===== src/rtl/wn_phase_compensation_pkg.sv =====
// Shared types, constants and round/saturate helpers for the phase compensation chain.
package wn_phase_compensation_pkg;

  localparam int DATA_W      = 16;
  localparam int FRAC_W      = 15;
  localparam int PROD_W      = 2 * DATA_W;
  localparam int ACC_W       = PROD_W + 1;
  localparam int SH_W        = ACC_W + 1 - FRAC_W;
  localparam int ROT_LATENCY = 3;

  localparam logic signed [DATA_W-1:0] Q15_ONE = 16'sh7FFF;
  localparam logic signed [ACC_W:0] RND_BIAS =
    {{(ACC_W + 1 - FRAC_W){1'b0}}, 1'b1, {(FRAC_W - 1){1'b0}}};

  typedef struct packed {
    logic signed [15:0] q;
    logic signed [15:0] i;
  } iq_sample_t;

  typedef struct packed {
    logic signed [15:0] sin;
    logic signed [15:0] cos;
  } phase_word_t;

  typedef enum logic {
    IDLE   = 1'b0,
    ROTATE = 1'b1
  } rot_state_t;

  // Half-up rounding: add half an LSB of the output scale, then drop FRAC_W bits.
  function automatic logic signed [SH_W-1:0] round_shift(input logic signed [ACC_W-1:0] acc);
    logic signed [ACC_W:0] biased;
    biased = (ACC_W + 1)'(acc) + RND_BIAS;
    return biased[ACC_W:FRAC_W];
  endfunction

  function automatic logic sat_hit(input logic signed [SH_W-1:0] x);
    return x[SH_W-1:DATA_W-1] != {(SH_W - DATA_W + 1){x[SH_W-1]}};
  endfunction

  function automatic logic signed [DATA_W-1:0] clamp(input logic signed [SH_W-1:0] x);
    if (sat_hit(x)) begin
      return x[SH_W-1] ? {1'b1, {(DATA_W - 1){1'b0}}} : {1'b0, {(DATA_W - 1){1'b1}}};
    end
    return x[DATA_W-1:0];
  endfunction

endpackage


===== src/rtl/wn_cmult_round_sat.sv =====
// Three-stage complex multiply, round and saturate; every stage advances on en only.
// WN_ROTATOR_SAT_CNT_EN adds a per-sample saturation strobe for the parent's counter.
module wn_cmult_round_sat
  import wn_phase_compensation_pkg::*;
(
  input  logic        clock,
  input  logic        reset_n,
  input  logic        en,
  input  logic        in_valid,
  input  logic [31:0] in_iq,
  input  logic [31:0] in_phase,
  input  logic        in_bypass,
  input  logic        in_last,
  input  logic        in_slot_last,
  output logic        out_valid,
  output logic [31:0] out_iq,
  output logic        out_last,
  output logic        out_slot_last
`ifdef WN_ROTATOR_SAT_CNT_EN
  ,
  output logic        sat_evt
`endif
);

  iq_sample_t  smp;
  phase_word_t ph;

  logic                     v1_q, v1_d, last1_q, last1_d, slot1_q, slot1_d;
  logic signed [PROD_W-1:0] p_ic_q, p_ic_d, p_qs_q, p_qs_d;
  logic signed [PROD_W-1:0] p_is_q, p_is_d, p_qc_q, p_qc_d;
  logic                     v2_q, v2_d, last2_q, last2_d, slot2_q, slot2_d;
  logic signed [ACC_W-1:0]  re_q, re_d, im_q, im_d;
  logic                     v3_q, v3_d, last3_q, last3_d, slot3_q, slot3_d;
  iq_sample_t               res_q, res_d;
  logic signed [SH_W-1:0]   sh_re, sh_im;

  assign smp   = iq_sample_t'(in_iq);
  assign ph    = phase_word_t'(in_phase);
  assign sh_re = round_shift(re_q);
  assign sh_im = round_shift(im_q);

  always_comb begin
    v1_d    = v1_q;    last1_d = last1_q; slot1_d = slot1_q;
    p_ic_d  = p_ic_q;  p_qs_d  = p_qs_q;  p_is_d  = p_is_q;  p_qc_d = p_qc_q;
    v2_d    = v2_q;    last2_d = last2_q; slot2_d = slot2_q;
    re_d    = re_q;    im_d    = im_q;
    v3_d    = v3_q;    last3_d = last3_q; slot3_d = slot3_q;
    res_d   = res_q;
    if (en) begin
      v1_d    = in_valid;
      last1_d = in_last;
      slot1_d = in_slot_last;
      if (in_bypass) begin
        // Pre-scaling by 2^FRAC_W makes the rounding stage hand I/Q back untouched.
        p_ic_d = PROD_W'(smp.i) <<< FRAC_W;
        p_qs_d = '0;
        p_is_d = '0;
        p_qc_d = PROD_W'(smp.q) <<< FRAC_W;
      end else begin
        p_ic_d = PROD_W'(smp.i) * PROD_W'(ph.cos);
        p_qs_d = PROD_W'(smp.q) * PROD_W'(ph.sin);
        p_is_d = PROD_W'(smp.i) * PROD_W'(ph.sin);
        p_qc_d = PROD_W'(smp.q) * PROD_W'(ph.cos);
      end
      v2_d    = v1_q;
      last2_d = last1_q;
      slot2_d = slot1_q;
      re_d    = ACC_W'(p_ic_q) - ACC_W'(p_qs_q);
      im_d    = ACC_W'(p_is_q) + ACC_W'(p_qc_q);
      v3_d    = v2_q;
      last3_d = last2_q;
      slot3_d = slot2_q;
      res_d.i = clamp(sh_re);
      res_d.q = clamp(sh_im);
    end
  end

`ifdef WN_ROTATOR_SAT_CNT_EN
  assign sat_evt = en && v2_q && (sat_hit(sh_re) || sat_hit(sh_im));
`endif

  always_ff @(posedge clock) begin
    if (!reset_n) begin
      v1_q <= 1'b0; last1_q <= 1'b0; slot1_q <= 1'b0;
      p_ic_q <= '0; p_qs_q <= '0; p_is_q <= '0; p_qc_q <= '0;
      v2_q <= 1'b0; last2_q <= 1'b0; slot2_q <= 1'b0;
      re_q <= '0;   im_q <= '0;
      v3_q <= 1'b0; last3_q <= 1'b0; slot3_q <= 1'b0;
      res_q <= '0;
    end else begin
      v1_q <= v1_d; last1_q <= last1_d; slot1_q <= slot1_d;
      p_ic_q <= p_ic_d; p_qs_q <= p_qs_d; p_is_q <= p_is_d; p_qc_q <= p_qc_d;
      v2_q <= v2_d; last2_q <= last2_d; slot2_q <= slot2_d;
      re_q <= re_d; im_q <= im_d;
      v3_q <= v3_d; last3_q <= last3_d; slot3_q <= slot3_d;
      res_q <= res_d;
    end
  end

  assign out_valid     = v3_q;
  assign out_iq        = res_q;
  assign out_last      = last3_q;
  assign out_slot_last = slot3_q;

endmodule


===== src/rtl/wn_phase_rotator.sv =====
// Per-symbol phase rotator: latches one phase word, rotates that symbol's samples.
// WN_ROTATOR_SAT_CNT_EN adds the sat_count port (saturated output samples, sticky at 0xFFFF).
//
//   state  | meaning
//   IDLE   | waiting for the next phase word; no samples accepted
//   ROTATE | phase latched; samples of one symbol flow until data tlast
module wn_phase_rotator
  import wn_phase_compensation_pkg::*;
(
  input  logic        clock,
  input  logic        reset_n,
  input  logic        bypass_en,
  input  logic [31:0] phase_in_tdata,
  input  logic        phase_in_tvalid,
  output logic        phase_in_tready,
  input  logic        phase_in_tlast,
  input  logic [31:0] data_in_tdata,
  input  logic        data_in_tvalid,
  output logic        data_in_tready,
  input  logic        data_in_tlast,
  output logic [31:0] data_out_tdata,
  output logic        data_out_tvalid,
  input  logic        data_out_tready,
  output logic        data_out_tlast,
  output logic        data_out_slot_last
`ifdef WN_ROTATOR_SAT_CNT_EN
  ,
  output logic [15:0] sat_count
`endif
);

  rot_state_t  state_q, state_d;
  phase_word_t phase_q, phase_d;
  logic        slot_q, slot_d, byp_q, byp_d;
  logic        live_q, live_d;
  logic        pipe_en;

  assign pipe_en = !data_out_tvalid || data_out_tready;

  // live_q keeps phase_in_tready low for the first cycle out of reset.
  always_comb begin
    state_d         = state_q;
    phase_d         = phase_q;
    slot_d          = slot_q;
    byp_d           = byp_q;
    live_d          = 1'b1;
    phase_in_tready = 1'b0;
    data_in_tready  = 1'b0;
    unique case (state_q)
      IDLE: begin
        phase_in_tready = live_q;
        if (live_q && phase_in_tvalid) begin
          phase_d = phase_word_t'(phase_in_tdata);
          slot_d  = phase_in_tlast;
          byp_d   = bypass_en;
          state_d = ROTATE;
        end
      end
      ROTATE: begin
        data_in_tready = pipe_en;
        if (pipe_en && data_in_tvalid && data_in_tlast) state_d = IDLE;
      end
      default: state_d = IDLE;
    endcase
  end

  always_ff @(posedge clock) begin
    if (!reset_n) begin
      state_q <= IDLE;
      phase_q <= '0;
      slot_q  <= 1'b0;
      byp_q   <= 1'b0;
      live_q  <= 1'b0;
    end else begin
      state_q <= state_d;
      phase_q <= phase_d;
      slot_q  <= slot_d;
      byp_q   <= byp_d;
      live_q  <= live_d;
    end
  end

`ifdef WN_ROTATOR_SAT_CNT_EN
  logic        sat_evt;
  logic [15:0] sat_cnt_q, sat_cnt_d;

  always_comb begin
    sat_cnt_d = sat_cnt_q;
    if (sat_evt && (sat_cnt_q != 16'hFFFF)) sat_cnt_d = sat_cnt_q + 16'd1;
  end

  always_ff @(posedge clock) begin
    if (!reset_n) sat_cnt_q <= '0;
    else          sat_cnt_q <= sat_cnt_d;
  end

  assign sat_count = sat_cnt_q;
`endif

  wn_cmult_round_sat u_dp (
    .clock         (clock),
    .reset_n       (reset_n),
    .en            (pipe_en),
    .in_valid      (data_in_tvalid && data_in_tready),
    .in_iq         (data_in_tdata),
    .in_phase      (phase_q),
    .in_bypass     (byp_q),
    .in_last       (data_in_tlast),
    .in_slot_last  (slot_q && data_in_tlast),
    .out_valid     (data_out_tvalid),
    .out_iq        (data_out_tdata),
    .out_last      (data_out_tlast),
    .out_slot_last (data_out_slot_last)
`ifdef WN_ROTATOR_SAT_CNT_EN
    ,
    .sat_evt       (sat_evt)
`endif
  );

endmodule


===== config.mk =====
export PLATFORM = sky130hd
export DESIGN_NAME = wn_phase_rotator
export DESIGN_NICKNAME = d
export VERILOG_FILES = /design/src/rtl/wn_phase_compensation_pkg.sv /design/src/rtl/wn_cmult_round_sat.sv /design/src/rtl/wn_phase_rotator.sv
export SDC_FILE = /design/constraint.sdc
export NUM_CORES = 2
export LEC_CHECK = 0
export CAP_MARGIN = 30
export CORE_MARGIN = 10
export CORE_UTILIZATION = 55
export DETAILED_ROUTE_END_ITERATION = 7
export PLACE_DENSITY = 0.82
export SLEW_MARGIN = 20
export SYNTH_ARGS = -nofsm -noshare
export SYNTH_HDL_FRONTEND = slang
export SYNTH_HIERARCHICAL = 1
export SYNTH_SLANG_ARGS = --single-unit

===== constraint.sdc =====
create_clock -name clock -period 7.9 [get_ports clock]
set_input_delay 1.185 -clock clock [delete_from_list [all_inputs] [get_ports clock]]
set_output_delay 1.185 -clock clock [all_outputs]
set_load 0.01 [all_outputs]

== After elaboration in Yosys (flattened, before gate mapping) ==
Cells that the tools add are included.
Operators by class
  eq/ne operators: 2
  $mul: 4
  muxes and demuxes: 20
  bitwise logic cells: 1
  reduce and logical (&&, ||, !) cells: 8
  $add $sub $neg: 4
Operators by type and width (count)
  $mul 16x16->32: 4
  $mux 32: 4
  $mux 16: 6
  $add 33x16->34 const B: 2
  $add 32x32->33: 1
  $sub 32x32->33: 1
  $mux 1: 9
  $ne 3x3->1: 2
  $logic_and 1x1->1: 5
  $pmux 1 s2: 1
  $reduce_and 2->1: 1
  $logic_not 1->1: 1
  $logic_or 1x1->1: 1
  $not 1->1: 1
Storage, ports and cells
  logic and storage cells: 62
  bits in registers: 271

== Depth between registers and ports, before layout ==
  depth after elaboration: 6
  gate-level depth with buffers: 25

== Hierarchy ==
Netlist, hierarchy kept.
By module, submodules not included
  wn_cmult_round_sat: area each 49221.0 um2, cells an instance 5520, seq. area each 4144.0 um2, times used 1
  wn_phase_rotator: area each 1451.4 um2, cells an instance 162, seq. area each 720.7 um2, times used 1

== Worst setup path before layout ==
Ideal clock, no wire load.
  kind: input to register
  start point: input port data_in_tdata[15]
  end point: register u_dp.p_ic_q[29]
  library setup time: 0.130 ns
  arrival: 7.184 ns
  stages: 23
  buffers on the path: 2
  path slack: 0.586 ns
  path through: clkbuf_1 -> nand2_1 -> inv_1 -> fa_1 -> fa_1 -> fa_1 -> fa_1 -> fa_1 -> inv_1 -> fa_1 -> inv_1 -> ha_1 -> clkbuf_1 -> a21o_1 -> a21oi_1 -> o21bai_1 -> a2111oi_0 -> o211ai_1 -> a31o_2 -> a21o_1 -> a21oi_1 -> xor2_1 -> o22ai_1
Between the ends
  word-level cells in the longest chain between the ends: 2
RTL lines
  from (decl): line wn_phase_rotator.sv:17  | input logic [31:0] data_in_tdata,
  $mul 16x16->32: line wn_cmult_round_sat.sv:60  | p_ic_d = PROD_W'(smp.i) * PROD_W'(ph.cos);
  $mux 32: line wn_cmult_round_sat.sv:53  | if (in_bypass) begin
  to (signal assigned): line wn_cmult_round_sat.sv:92  | p_ic_q <= p_ic_d; p_qs_q <= p_qs_d; p_is_q <= p_is_d; p_qc_q <= p_qc_d;
  to (decl): line wn_cmult_round_sat.sv:29  | logic signed [PROD_W-1:0] p_ic_q, p_ic_d, p_qs_q, p_qs_d;
No other way between the ends.
A chain may end at the register's enable or synchronous reset.

== Worst setup path in the final report ==
  start point: input port data_in_tdata[8]
  end point: register u_dp.p_ic_q[23]
Between the ends
  word-level cells in the longest chain between the ends: 2
RTL lines (line)
  $mul 16x16->32: wn_cmult_round_sat.sv:60
  $mux 32 (*): wn_cmult_round_sat.sv:53
Mark *: on every way between the ends. The rest lies on a longest branch, timed or not.

==> flow_metrics.py <==
metrics = {
    "power_and_ir_drop": {
        "ir_drop_mv": 0.208,
        "swShare_pct": 48.0,
        "power_frac_seq_pct": 20.4,
        "power_frac_comb_pct": 65.1,
        "power.static_leakage_nw": 28.2,
        "power.density_nw_per_um2": 181,
        "p_int_mw": 5.18,
        "clockPowerShare_pct": 14.5,
        "switchingPower_mw": 4.78,
    },
    "floorplan": {
        "die-area_um2": 105000,
        "initial_core_util_pct": 55.4,
        "dieWidth_um": 324,
        "design.core.area_um2": 91500,
        "die_h_um": 324,
        "boundaryPins": 109,
        "fp-row-count": 111,
    },
    "clock_tree": {
        "clk_latency_ns": 0.63,
        "cts_made_buffers": 31,
        "htreeDepth": 1,
        "cts_sinks": 243,
        "post-cts-setup-buffer-count": 0,
        "cts_repair_resize_count": 0,
        "ctsRootBufferMaster": "clkbuf_16",
        "cts_tree": "yes",
        "clockBufferDepth": 3,
        "ctsHoldBuffers": 0,
        "path_clk_slew_ns": 0.06,
    },
    "final_layout": {
        "multi_input_area_um2": 40200,
        "fin_nets": 7250,
        "drive_gt1_share_pct": 5.14,
        "fillerInstances": 7431,
        "regArea_um2": 4870,
        "synthToLayoutAreaGrowth_pct": 8.61,
    },
    "timing": {
        "fin_crit_sh_pct": 93.8,
        "timing.fmax_mhz": 135,
        "maxSlewHeadroom_pct": 38.2,
        "finalMaxSlewViolations": 0,
        "finalCriticalPeriod_ns": 7.41,
        "hold_violations": 0,
        "layout_setup_ws_ns": 0.491,
        "rsz0062_at_grt": "false",
        "setup_viol": 0,
        "tns_ns": 0,
        "max_slew.worst_pin.slew_ns": 0.926,
        "finalClockSkew_ns": 0.0422,
    },
    "global_routing": {
        "grt_use_met1_pct": 35.0,
        "grt-ovfl-total": 0,
        "grt_first_pass_wirelength_um": 225000,
        "top_usage_layer": "met2",
        "grt_max_degree": 74,
        "antenna_found_initial": 6,
        "grt_use_met3_pct": 5.75,
        "grt_pass1_vias": 42166,
        "grt_use_total_pct": 27.0,
        "use_met2_pct": 42.9,
    },
    "logic_synthesis": {
        "synth_top_area_cell": "fa_1",
        "synthTopCellsByCount": "1198 x inv_1, 1048 x fa_1, 663 x nand2_1",
        "yosysMostFrequentCell": "inv_1",
        "syn_area_um2": 50700,
        "yosysSeqAreaShare_pct": 9.60,
        "synth-async-reset-ratio_pct": 0,
        "avgSynthCellArea_um2": 8.92,
        "synth-seq-cells": 243,
        "yosysWarnings": 6,
        "syn_inst": 5682,
        "yosysTopAreaCellShare_pct": 41.4,
        "synthFlopType": "dfxtp_1",
        "synth-edff-count": 0,
        "synthTopCellsByArea": "fa_1 41%, ha_1 9.7%, dfxtp_1 9.6%",
        "synth_cell_types": 84,
        "synth_fp_nets": 7194,
    },
    "routing": {
        "drcViolationCount": 0,
        "ant_nets": 0,
        "routed_wl_um": 139000,
        "avgViaCountPerCell": 5.67,
        "avgRoutedWirePerCell_um": 20.0,
        "drtIter0Drc": 3181,
        "num_vias": 39437,
        "drtPass1Iterations": 6,
    },
    "run": {
        "maxCapViolCount": 0,
    },
    "status": {
        "run_status": "finished clean",
    },
    "worst_setup_path": {
        "crit_path_cell_trace": "clkdlybuf4s50_1 -> buf_4 -> nand2_1 -> fa_1 -> fa_1 -> fa_1 -> inv_1 -> fa_1 -> fa_1 -> inv_1 -> fa_1 -> inv_1 -> ha_1 -> a21o_1 -> a211o_1 -> a22o_1 -> a21oi_1 -> buf_4 -> o211ai_1 -> a21o_1 -> a211o_1 -> o221ai_1 -> mux2i_1 -> a211oi_1",
        "path_max_fanout": 12,
        "crit_buf_inv": 6,
        "max_stage_delay_ns": 0.60,
        "crit_type": "input port to register",
        "cp_common_cell": "fa_1",
        "ff2ff_setup_slack_ns": 0.79,
        "crit_required_ns": 8.41,
        "start_kind": "input port",
        "critical-path-top-delay-family": "adder cells",
        "cp.arrival_ns": 7.92,
        "setup.worst_path.end_class": "register",
        "cpMaxStageDelayCell": "clkdlybuf4s50_1",
    },
    "placement": {
        "port_buffers": 108,
        "post-place-ws_ns": -0.0605,
        "gp_congestion": 0.948,
        "dp_hpwl_um": 110000,
    },
    "hold_path": {
        "hold_path.class": "register to register",
    },
}
[area by class of cell]
cell class	count	share of cell area, %
multi-input combinational	3965	73.1
tap	1186	2.70
sequential	243	8.85
timing repair buffer	297	5.32
clock inverter	15	0.268
clock buffer	42	1.59
antenna	2	0.00909
inverter	1200	8.18
[power groups by stage]
stage / Clock [mW] / Combinational (mW) / Sequential (mW)
2_1_floorplan: 0 / 4.48 / 1.83
3_3_place_gp: 0 / 6.11 / 2.02
3_5_place_dp: 0 / 6.35 / 2.04
4_1_cts: 1.46 / 6.39 / 2.02
5_1_grt: 1.51 / 7.25 / 2.05
6_report: 1.45 / 6.49 / 2.03
[cell families after synthesis]
kind of cell	Yosys count	synth area share, %
xor gates and xnor gates	188	3.25
muxes	30	0.593
and+or+nand+nor	1627	15.7
DFF	243	9.60
AOI/OAI and AO/OA	680	8.72
buffers and inverters	1474	11.1
adders and majority gates	1440	51.1
[stage by stage]
step           instances  hold slack, ns  total power [mW]  util (%)  area [µm²]
3_5_place_dp        6889           0.443              8.39      59.0       54000
6_report            6950           0.456              9.97      60.1       55000
4_1_cts             6946           0.457              9.87      60.1       55000
5_1_grt             6949           0.474              10.8      60.1       55000
3_3_place_gp        6887           0.436              8.13      58.9       53900
2_1_floorplan       5682           0.420              6.31         -       50700
[placed cells by master (no fill, tap or decap), types with 113 or more instances in the layout]
cell and n:
nor2_1 205, ha_1 392, dfxtp_1 240, o21ai_0 159, inv_1 1197, nand2_1 663, fa_1 1048, a21oi_1 162
buf_4 155, xnor2_1 113, and2_1 510
[flip-flops by register name, summed over array words and instances, names as in the netlist, 19 cells and up]
| register | count |
|---|---|
| phase_q | 32 |
| u_dp/im_q | 19 |
| u_dp/out_iq | 32 |
| u_dp/p_ic_q | 32 |
| u_dp/p_is_q | 32 |
| u_dp/p_qc_q | 32 |
| u_dp/p_qs_q | 32 |
| u_dp/re_q | 19 |
[final timing paths]
path                            cells past startpoint                         start                           end
worst min register to register                      2  u_dp/p_qs_q[28]$_SDFFE_PN0P_  u_dp/p_qs_q[28]$_SDFFE_PN0P_
worst max register to register                     24       phase_q[2]$_SDFFE_PN0P_  u_dp/p_ic_q[23]$_SDFFE_PN0P_
worst min-delay path                                2  u_dp/p_qs_q[28]$_SDFFE_PN0P_  u_dp/p_qs_q[28]$_SDFFE_PN0P_
worst max-delay path                               24              data_in_tdata[8]  u_dp/p_ic_q[23]$_SDFFE_PN0P_
[worst min-delay path, stage by stage, from the launching register on]
cell,delay [ns]
dfxtp_1,0.33
nand2_1,0.04
o21ai_0,0.05
[metal layers]
layer	part of all wire [%]	up-vias	wire length [µm]
li1	-	17398	-
met1	39	19715	54400
met2	44	1944	61600
met3	10	372	14500
met4	6.0	8	8280
met5	0.039	-	54
Power figures use the tool's default switching activity.
